==> src/rtl/gbt_hash_pkg.sv <==
// Shared types and FNV-1a helpers for the tile hash path.
// Used by the hash generator and its result queue.
package gbt_hash_pkg;

    localparam logic [31:0] FNV_OFFSET = 32'h811C9DC5;
    localparam logic [31:0] FNV_PRIME  = 32'h01000193;

    typedef struct packed {
        logic [31:0] hash;
        logic [8:0]  tile_index;
        logic        in_text;
        logic        len_err;
    } tile_hash_res_t;

    function automatic logic [31:0] fnv1a_step(
        input logic [31:0] acc,
        input logic [7:0]  b
    );
        logic [31:0] x;
        x = acc ^ {24'b0, b};
        return x * FNV_PRIME;
    endfunction

endpackage

==> src/rtl/tile_hash_fifo.sv <==
// First-word fall-through queue of tile hash results.
// Head entry is visible on rdata whenever valid is high.
module tile_hash_fifo
    import gbt_hash_pkg::*;
#(
    parameter int DEPTH = 4
) (
    input  logic           clk,
    input  logic           rst,
    input  logic           push,
    input  tile_hash_res_t wdata,
    input  logic           pop,
    output logic           valid,
    output logic           full,
    output tile_hash_res_t rdata
);

    localparam int AW = $clog2(DEPTH);

    tile_hash_res_t mem [DEPTH];
    logic [AW:0]    wr_ptr;
    logic [AW:0]    rd_ptr;
    logic           empty;
    logic           do_pop;
    logic           do_push;

    assign empty   = (wr_ptr == rd_ptr);
    assign full    = (wr_ptr[AW] != rd_ptr[AW]) &&
                     (wr_ptr[AW-1:0] == rd_ptr[AW-1:0]);
    assign valid   = !empty;
    assign rdata   = mem[rd_ptr[AW-1:0]];
    assign do_pop  = pop && !empty;
    assign do_push = push && (!full || do_pop);

    // Pointer and storage update; a full queue still accepts when popping.
    always_ff @(posedge clk) begin
        if (rst) begin
            wr_ptr <= '0;
            rd_ptr <= '0;
            for (int i = 0; i < DEPTH; i++) begin
                mem[i] <= '0;
            end
        end else begin
            if (do_push) begin
                mem[wr_ptr[AW-1:0]] <= wdata;
                wr_ptr <= wr_ptr + 1'b1;
            end
            if (do_pop) begin
                rd_ptr <= rd_ptr + 1'b1;
            end
        end
    end

endmodule

==> src/rtl/tile_hash_gen.sv <==
// Per-tile FNV-1a hash generator between the VRAM snooper and the
// text lookup stage; tags each hash and queues it for the consumer.
module tile_hash_gen
    import gbt_hash_pkg::*;
#(
    parameter int TILE_BYTES = 16,
    parameter int FIFO_DEPTH = 4
) (
    input  logic        clk,
    input  logic        rst,
    input  logic        in_valid,
    input  logic [7:0]  in_data,
    input  logic        in_last,
    input  logic [8:0]  in_tile_index,
    input  logic        cfg_enable,
    input  logic        cfg_text_only,
    input  logic [8:0]  cfg_text_tile_start,
    input  logic [8:0]  cfg_text_tile_end,
    output logic        res_valid,
    input  logic        res_ready,
    output logic [31:0] res_hash,
    output logic [8:0]  res_tile_index,
    output logic        res_in_text,
    output logic        res_len_err,
    output logic [15:0] drop_count,
    output logic        busy
);

    localparam int CW = $clog2(TILE_BYTES + 2);
    localparam logic [CW-1:0] CNT_MAX  = CW'(TILE_BYTES + 1);
    localparam logic [CW-1:0] CNT_TILE = CW'(TILE_BYTES);

    localparam logic [0:0] S_IDLE  = 1'b0;
    localparam logic [0:0] S_ACCUM = 1'b1;

    logic [0:0]     state_q;
    logic [31:0]    acc_q;
    logic [CW-1:0]  cnt_q;
    logic [8:0]     idx_q;
    logic           pend_q;
    tile_hash_res_t pend_res_q;

    logic           first;
    logic           take;
    logic           done;
    logic           keep;
    logic [31:0]    acc_nx;
    logic [CW-1:0]  cnt_nx;
    logic [8:0]     cur_idx;
    logic           cur_in_text;
    logic           cur_len_err;

    logic           fifo_full;
    logic           pop;
    tile_hash_res_t head;

    // Datapath for the byte presented this cycle.
    always_comb begin
        first = (state_q == S_IDLE) && in_valid && cfg_enable;
        take  = first ||
                ((state_q == S_ACCUM) && in_valid && cfg_enable);
        done  = take && in_last;
        acc_nx = fnv1a_step(first ? FNV_OFFSET : acc_q, in_data);
        if (first) begin
            cnt_nx = CW'(1);
        end else if (cnt_q == CNT_MAX) begin
            cnt_nx = cnt_q;
        end else begin
            cnt_nx = cnt_q + 1'b1;
        end
        cur_idx     = first ? in_tile_index : idx_q;
        cur_in_text = (cur_idx >= cfg_text_tile_start) &&
                      (cur_idx <= cfg_text_tile_end);
        cur_len_err = (cnt_nx != CNT_TILE);
        keep        = done && !(cfg_text_only && !cur_in_text);
    end

    // Tile FSM, accumulator and byte counter; disable aborts the tile.
    always_ff @(posedge clk) begin
        if (rst) begin
            state_q <= S_IDLE;
            acc_q   <= FNV_OFFSET;
            cnt_q   <= '0;
            idx_q   <= '0;
        end else begin
            if (!cfg_enable) begin
                state_q <= S_IDLE;
                acc_q   <= FNV_OFFSET;
                cnt_q   <= '0;
            end else if (take) begin
                if (first) begin
                    idx_q <= in_tile_index;
                end
                if (in_last) begin
                    state_q <= S_IDLE;
                    acc_q   <= FNV_OFFSET;
                    cnt_q   <= '0;
                end else begin
                    state_q <= S_ACCUM;
                    acc_q   <= acc_nx;
                    cnt_q   <= cnt_nx;
                end
            end
        end
    end

    // Completed-tile register; its content is pushed the next cycle.
    always_ff @(posedge clk) begin
        if (rst) begin
            pend_q     <= 1'b0;
            pend_res_q <= '0;
        end else begin
            pend_q <= keep;
            if (keep) begin
                pend_res_q.hash       <= acc_nx;
                pend_res_q.tile_index <= cur_idx;
                pend_res_q.in_text    <= cur_in_text;
                pend_res_q.len_err    <= cur_len_err;
            end
        end
    end

    // Count results lost to a full queue, saturating.
    always_ff @(posedge clk) begin
        if (rst) begin
            drop_count <= '0;
        end else if (pend_q && fifo_full && !pop &&
                     drop_count != 16'hFFFF) begin
            drop_count <= drop_count + 16'd1;
        end
    end

    assign pop = res_valid && res_ready;

    tile_hash_fifo #(
        .DEPTH (FIFO_DEPTH)
    ) u_fifo (
        .clk   (clk),
        .rst   (rst),
        .push  (pend_q),
        .wdata (pend_res_q),
        .pop   (pop),
        .valid (res_valid),
        .full  (fifo_full),
        .rdata (head)
    );

    assign res_hash       = head.hash;
    assign res_tile_index = head.tile_index;
    assign res_in_text    = head.in_text;
    assign res_len_err    = head.len_err;
    assign busy           = (state_q == S_ACCUM) || pend_q;

endmodule

==> config.mk <==
export PLATFORM = sky130hd
export DESIGN_NAME = tile_hash_gen
export DESIGN_NICKNAME = d
export VERILOG_FILES = /design/src/rtl/gbt_hash_pkg.sv /design/src/rtl/tile_hash_fifo.sv /design/src/rtl/tile_hash_gen.sv
export SDC_FILE = /design/constraint.sdc
export NUM_CORES = 1
export LEC_CHECK = 0
export CAP_MARGIN = 40
export CORE_ASPECT_RATIO = 0.7
export CORE_MARGIN = 3
export CORE_UTILIZATION = 58
export CTS_BUF_LIST = sky130_fd_sc_hd__clkbuf_8
export CTS_CLUSTER_DIAMETER = 100
export DETAILED_ROUTE_END_ITERATION = 16
export GPL_TIMING_DRIVEN = 1
export PLACE_DENSITY_LB_ADDON = 0.1
export SYNTH_ARGS = -nofsm -noshare
export SYNTH_HDL_FRONTEND = slang
export SYNTH_SLANG_ARGS = --single-unit
==> constraint.sdc <==
create_clock -name clk -period 24.9 [get_ports clk]
set_input_delay 6.225 -clock clk [delete_from_list [all_inputs] [get_ports clk]]
set_output_delay 6.225 -clock clk [all_outputs]
set_load 0.1 [all_outputs]
**After elaboration in Yosys (flattened, before gate mapping)**

Memory sizes are Yosys's and may differ from the RTL's. A register that Yosys moved wholly into a read port is not among the register bits.
Index checks and enable logic that the tools add are counted.

- Add/sub/neg operators: 4
- Multiply operators: 1
- Order comparisons: 2
- Equality and inequality tests: 6
- Muxes and demuxes: 17
- Bitwise operators: 3
- Reduce and logical (&&, ||, !) cells: 26

Operator list:

| operator | number |
|---|---|
| 32-bit 2-to-1 mux | 2 |
| 43-bit 2-to-1 mux | 1 |
| 43-bit OR reduction | 1 |
| 32-bit by 25-bit multiplier with 32-bit output (second input constant) | 1 |
| 32-bit by 8-bit bitwise XOR with 32-bit output | 1 |
| 16-bit by 1-bit adder with 16-bit output (second input constant) | 1 |
| 16-bit != test (second input constant) | 1 |
| 1-bit logical AND | 15 |
| 5-bit 2-to-1 mux | 3 |
| 9-bit >= comparator | 1 |
| 9-bit less-or-equal comparator | 1 |
| 9-bit 2-to-1 mux | 1 |
| 1-bit 2-to-1 mux | 7 |
| 3-bit by 1-bit adder with 3-bit output (second input constant) | 2 |
| 2-bit 2-to-1 mux | 3 |
| 5-bit by 1-bit adder with 5-bit output (second input constant) | 1 |
| 5-bit equality test (second input constant) | 1 |
| 1-bit zero test | 5 |
| 5-bit != test (second input constant) | 1 |
| 3-bit equality test | 1 |
| 1-bit logical OR | 3 |
| 2-bit equality test | 1 |
| 1-bit inverter | 2 |
| 2-bit AND reduction | 1 |
| 2 further kinds | 2 |

- Register bits: 113
- Memory bits (writable): 172
- Bits of input ports: 42
- Output and inout port bits: 61
- Logic and storage cells: 72
- Memories kept: 1

Memories:

| name | depth | width | read ports | clocked after Yosys merged registers in | wr ports | RTL line | text |
|---|---|---|---|---|---|---|---|
| u_fifo.mem | 4 | 43 | 1 | 1 | 4 | tile_hash_fifo.sv:20 | `tile_hash_res_t mem [DEPTH];` |

**Depth between registers and ports, before layout**

Gate-level depths: netlist of run 1.

- Depth in word-level cells: 11
- Mapped depth: 28
- Gate-level depth less buffers: 26

**Cells and area by module**

From an unflattened synthesis of run 1, not the netlist that was laid out.

- Cells, all modules: 1668
- Area total of the unflattened synthesis: 18019.8 µm²

Modules (own cells, without submodules):

| module | times used | cells an instance | area an instance (µm²) | sequential area each (µm²) |
|---|---|---|---|---|
| tile_hash_gen | 1 | 1139 | 10167.3 | 2142.1 |
| tile_hash_fifo | 1 | 529 | 7852.5 | 5325.1 |

**Worst setup path after synthesis of run 1**

No wires, ideal clock.

- Kind: input-to-reg
- From: input in_valid
- To: register pend_res_q[40] (netlist name)
- Library setup time: 70 ps
- Arrival time: 12050 ps
- Data required time: 24830 ps
- Path slack: 12779 ps
- Stages: 24
- Path buffers: 3
- Path through: buf_2 and3b_1 buf_2 buf_1 nor2_1 xnor2_1 ha_1 ha_1 fa_1 ha_1 fa_1 ha_1 inv_1 fa_1 inv_1 ha_1 and3_1 a221o_1 nand2_1 a31oi_1 or2_1 o311ai_1 nand2_1 a21oi_1

- Longest elaborated chain between the ends: 9
- Elaborated cells on any way between the ends: 17
- Those cells by class: mul (1); order compare (2); mux (2); bitwise (1); reduce/logical (11)

Ends and longest elaborated chain:

| element | RTL line | text |
|---|---|---|
| start, declared | tile_hash_gen.sv:11 | `input logic in_valid,` |
| branches (longest 9 deep; another with 32-bit by 25-bit multiplier with 32-bit output) | n/a |  |
| end, declared | tile_hash_gen.sv:41 | `tile_hash_res_t pend_res_q;` |

Several ways; the timed one is not identified.
A chain may end at the register's enable or synchronous reset.

**Worst setup path in the final report of run 1**

- From: input in_valid
- To: register pend_res_q[39] (netlist name)

Same word-level chain as after synthesis.

==> metrics, run 1 <==
Area Growth Syn to Fin=18.3%; reg2reg end=pend_res_q[39]; vias in the first global route=13282; Peak Freq=0.0776 GHz; CTS tree=yes; Initial Util=0.600; Synth Area per Inst=11.0 um^2; row cnt=53; kind of critical path=in2reg; drt pass-1 iters=5; H-tree Lvls=2; largest net degree at the start of global routing=75; hold path startpoint=acc_q[4]; Total Nets Final=2160; DRC errors left=0; type of element launching the critical path=primary input; clock skew=0.0373 ns; initial DRC count=1011; register area share after synthesis=0.407; Top FF cell, synth=edfxtp_1; CTS root buf=clkbuf_8; Synth area leader=edfxtp_1; PostCTS Resize Cnt=0; clk buf depth=3; via/cell ratio=5.62; Netlist cell types=73; Req. time, crit path=25.35 ns; number of synthesized register bits=287; Placer Congestion=0.947; Filler cells=2184; core area=30600 um^2; most common cell in the netlist=inv_1; WHS Endpoint=acc_q[4]; max-cap viol count=0; Multi-input gate area=9860 um^2; die width=219 um; synth cell count leaders=209 x inv_1, 207 x ha_1, 176 x and2_1; Post-Synthesis Cells=1673; die area=33800 um^2; antenna cells=0; Port-buffer cells=102; synthesized cell area=18400 um^2; Ys Warns=0; Post-CTS Setup Inserts=0; share of the synthesized area in the top cell type=0.281; worst reg-to-reg path cell count=21; worst reg-to-reg setup slack=17.91 ns; first-pass GRT wire length=73900 um; die height=155 um; post-detail-place hpwl=34100 um; data arrival time of the worst path=13.33 ns; crit-path max FO=23; top cells by area, synth=edfxtp_1 28%, ha_1 14%, dfxtp_1 13%, fa_1 7.9%, and2_1 6.0%; asr flop ratio synth=0; total number of vias=12837; RSZ-0062 raised after global routing=no; Final min period=12.88 ns; WL/cell=20.3 um; ANT nets after route=0; hold path depth=2; clk sink count=287; Slew HR=0.390; # IOs=103; Slew Limit Fails=0; Slew @ Worst Pin=0.913 ns; aggregate global-route resource usage=0.283; Post-synth EDFFs=172; overflow left after global routing=0; CTS Hold Buffers Added=0; FF-to-FF Start=state_q; TritonCTS Buffers=43; Synthesized Nets=1994; setup_tns=0 ns; fin crit share=0.517; initial antenna violation count=0; clk slew on worst S/H paths=0.06 ns; layout cells sized above 1=0.116; Tightest Hold Check Type=reg2reg; Final Routed Wirelength=46400 um; register area=7470 um^2; pre-CTS WS=11.59 ns; outcome=complete, no violations; Worst-Skew Late Latency=0.58 ns; final setup fails=0; CP Capture Type=flip-flop; Worst Slack Setup Final=12.02 ns; Fin. Hold Viols=0
==> cell usage in the layout, fill, tap and decap left out, drive strengths merged, types with 4 or more instances in the layout <==
cell type / n
fa: 72
a22oi: 11
o31ai: 5
mux2i: 13
clkbuf: 44
xnor2: 44
clkdlybuf4s50: 101
nor2b: 20
o21a: 9
nor4: 7
o211ai: 11
nand3: 25
nand4: 10
or3: 4
and2: 176
nor3: 30
a22o: 4
o21ai: 28
a211oi: 11
mux4: 43
a21oi: 52
nand2b: 13
clkinv: 11
inv: 227
and3: 6
buf: 84
ha: 207
nand3b: 5
or2: 19
nor3b: 6
a21o: 11
dfxtp: 115
nor2: 100
edfxtp: 172
a31oi: 6
nand2: 91
xor2: 28
o22ai: 11
==> layout make-up <==
| type | instances | share of cell area |
|---|---|---|
| clock inverter | 35 | 0.0105 |
| inverter | 209 | 0.0361 |
| timing repair buffer | 185 | 0.103 |
| sequential | 287 | 0.344 |
| tap | 412 | 0.0237 |
| clock buffer | 44 | 0.0279 |
| multi-input combinational | 1113 | 0.454 |
==> routing by layer <==
layer	wire length (um)	global-route usage	vias to the layer above
met4	808	0.0599	0
met1	21600	0.418	6262
met3	3790	0.0611	65
met2	20200	0.433	435
met5	0	0	-
li1	-	-	6075
==> metrics by stage <==
stage / util / instances / area [um^2] / hold slack [ns]
finish: 0.710 / 2285 / 21700 / 0.455
global route: 0.710 / 2285 / 21700 / 0.487
CTS: 0.710 / 2285 / 21700 / 0.460
detailed placement: 0.683 / 2206 / 20900 / 0.450
global placement: 0.647 / 2141 / 19800 / 0.441
floorplan: - / 1673 / 18400 / 0.432
==> state kept, by name, indices dropped and copies added, names as in the netlist, named ones only <==
register,flops
u_fifo.mem,172
pend_res_q,43
acc_q,32
drop_count,16
idx_q,9
cnt_q,5
u_fifo.rd_ptr,3
u_fifo.wr_ptr,3
pend_q,1
state_q,1
==> critical path, cell delays in order <==
cell and delay, ns:
clkdlybuf4s50_1 0.62, and2_1 0.17, buf_4 0.30, nand2b_1 0.17, nand2_1 0.11, xor2_1 0.43
inv_1 0.32, and2_1 0.25, ha_1 0.30, fa_1 0.48, ha_1 0.23, fa_1 0.47
ha_1 0.29, inv_1 0.05, fa_1 0.52, inv_1 0.04, ha_1 0.39, a21o_1 0.14
nand2_1 0.06, a211oi_1 0.65, or2_2 0.26, o21ai_2 0.08, a311oi_2 0.33, nor4b_1 0.09
a211o_1 0.29
==> logic make-up (layout without fill, tap and decap cells) <==
family          count (synthesis)  count (layout)  synth area share
simple gates                  523             523             0.154
buf+inv                       273             473            0.0569
flops                         287             287             0.407
mux                            56              56            0.0599
xor+xnor                       73              73            0.0360
compound gates                182             182            0.0667
fa+ha+maj                     279             279             0.220
==> how the worst max path moves through the flow <==
| stage | start | end | slack, ns | depth (start not counted) |
|---|---|---|---|---|
| floorplan | in_valid | pend_res_q[40] | 12.78 | 24 |
| global placement | in_valid | pend_res_q[39] | 11.62 | 21 |
| detailed placement | in_valid | pend_res_q[39] | 11.59 | 25 |
| CTS | in_valid | pend_res_q[39] | 12.20 | 22 |
| global route | in_valid | pend_res_q[39] | 11.64 | 22 |
| finish | in_valid | pend_res_q[39] | 12.02 | 25 |
Power of run 1 is left out: the tool's default activity adds up to more than one toggle a clock period on the data nets, which glitch-free logic cannot reach.
==> inputs of run 2 (changes only) <==
Clock period 24.9 ns to 13.03 ns, I/O delays scaled along.
==> run 2 against run 1 <==
  * Register-to-register slack worse by 12 ns
  * First-iteration DRC count shrank 5.3%
  * Sequential share of layout area is essentially flat
  * Wire length rose by 2.1%
  * Global-route usage rose by 0.53 points
  * Critical endpoint unchanged
  * Cell area is essentially flat
  * Cell count barely moved
  * Via count is 0.82% higher
==> metrics, run 2 (synthesis gave the netlist of run 1 again) <==
die height=155 um; clk slew on worst S/H paths=0.08 ns; WL/cell=20.7 um; CP max stage delay=0.64 ns; initial DRC count=957; H-tree Lvls=2; die width=219 um; Final Routed Wirelength=47400 um; antenna cells=0; Slew Limit Fails=0; highest-delay cell along the critical path=a211oi_1; ANT nets after route=0; Area Growth Syn to Fin=18.2%; Slew HR=0.418; via/cell ratio=5.66; CTS tree=yes; Regs by FF count=u_fifo.mem (172), pend_res_q (43), acc_q (32); drt pass-1 iters=5; CTS Hold Buffers Added=0; row cnt=53; Filler cells=2184; outcome=complete, no violations; clk sink count=287; fin crit share=0.764; Post-CTS Setup Inserts=0; Total Nets Final=2161; Tightest Hold Check Type=reg2reg; total number of vias=12942; Final min period=9.95 ns; Slew @ Worst Pin=0.870 ns; # IOs=103; Port-buffer cells=102; most frequent cells in the layout=229 x inv_1, 207 x ha_1, 176 x and2_1; TritonCTS Buffers=42; max-cap viol count=0; CTS root buf=clkbuf_8; layout cells sized above 1=0.115; most frequent CP cell=ha_1; Placer Congestion=0.944; Initial Util=0.600; Fin. Hold Viols=0; Multi-input gate area=9860 um^2; RSZ-0062 raised after global routing=no; clock skew=0.0389 ns; overflow left after global routing=0; Reg with most FFs=u_fifo.mem; register area=7470 um^2; clk buf depth=3; Largest register FFs=172; Worst-Skew Late Latency=0.58 ns; type of element launching the critical path=primary input; aggregate global-route resource usage=0.288; core area=30600 um^2; post-detail-place hpwl=34700 um; CP Capture Type=flip-flop; Peak Freq=0.100 GHz; kind of critical path=in2reg; largest net degree at the start of global routing=75; data arrival time of the worst path=10.41 ns; DRC errors left=0; first-pass GRT wire length=75300 um; commonest non-fill, non-tap cell in the layout=inv_1; crit-path max FO=23; initial antenna violation count=1; final setup fails=0; PostCTS Resize Cnt=0; die area=33800 um^2; Req. time, crit path=13.49 ns; setup_tns=0 ns; vias in the first global route=13468
-- run 2: path summary, 6_finish.rpt --
kind,start,slack [ns],end,depth (start not counted)
max,in_valid,3.08,pend_res_q[39],25
min,acc_q[4],0.46,acc_q[4],2
max reg2reg,state_q,6.26,pend_res_q[39],24
min reg2reg,acc_q[4],0.46,acc_q[4],2
-- run 2: critical path: cells and delay by family --
family                     cells  cell delay (ns)
buffers and inverters          5             1.34
xor gates and xnor gates       1             0.39
AOI/OAI and AO/OA              5             1.52
and+or+nand+nor                7             1.13
adders and majority gates      7             2.74
-- run 2: layout make-up --
type	count	share of cell area
multi-input cells	1113	0.455
flip-flops and latches	287	0.345
repair buffers	187	0.104
inverters	209	0.0362
clock buffers	46	0.0292
well taps	412	0.0238
clock inverters	32	0.00733
-- run 2: per-layer routing --
layer	track usage	vias to the layer above	wire (um)
met4	0.0686	0	1010
met5	0	-	0
met3	0.0587	67	3780
li1	-	6071	-
met1	0.436	6349	22000
met2	0.429	455	20500
-- run 2: per-stage QoR --
| step | utilization | cells | hold WS [ns] | cell area (um^2) | worst slack (ns) |
|---|---|---|---|---|---|
| global route | 0.709 | 2286 | 0.487 | 21700 | 2.77 |
| floorplan | - | 1673 | 0.432 | 18400 | 3.88 |
| finish | 0.709 | 2286 | 0.463 | 21700 | 3.08 |
| global placement | 0.647 | 2141 | 0.441 | 19800 | 2.46 |
| detailed placement | 0.684 | 2208 | 0.455 | 20900 | 2.64 |
| CTS | 0.709 | 2286 | 0.467 | 21700 | 3.26 |
Power of run 2 is left out for the same reason.
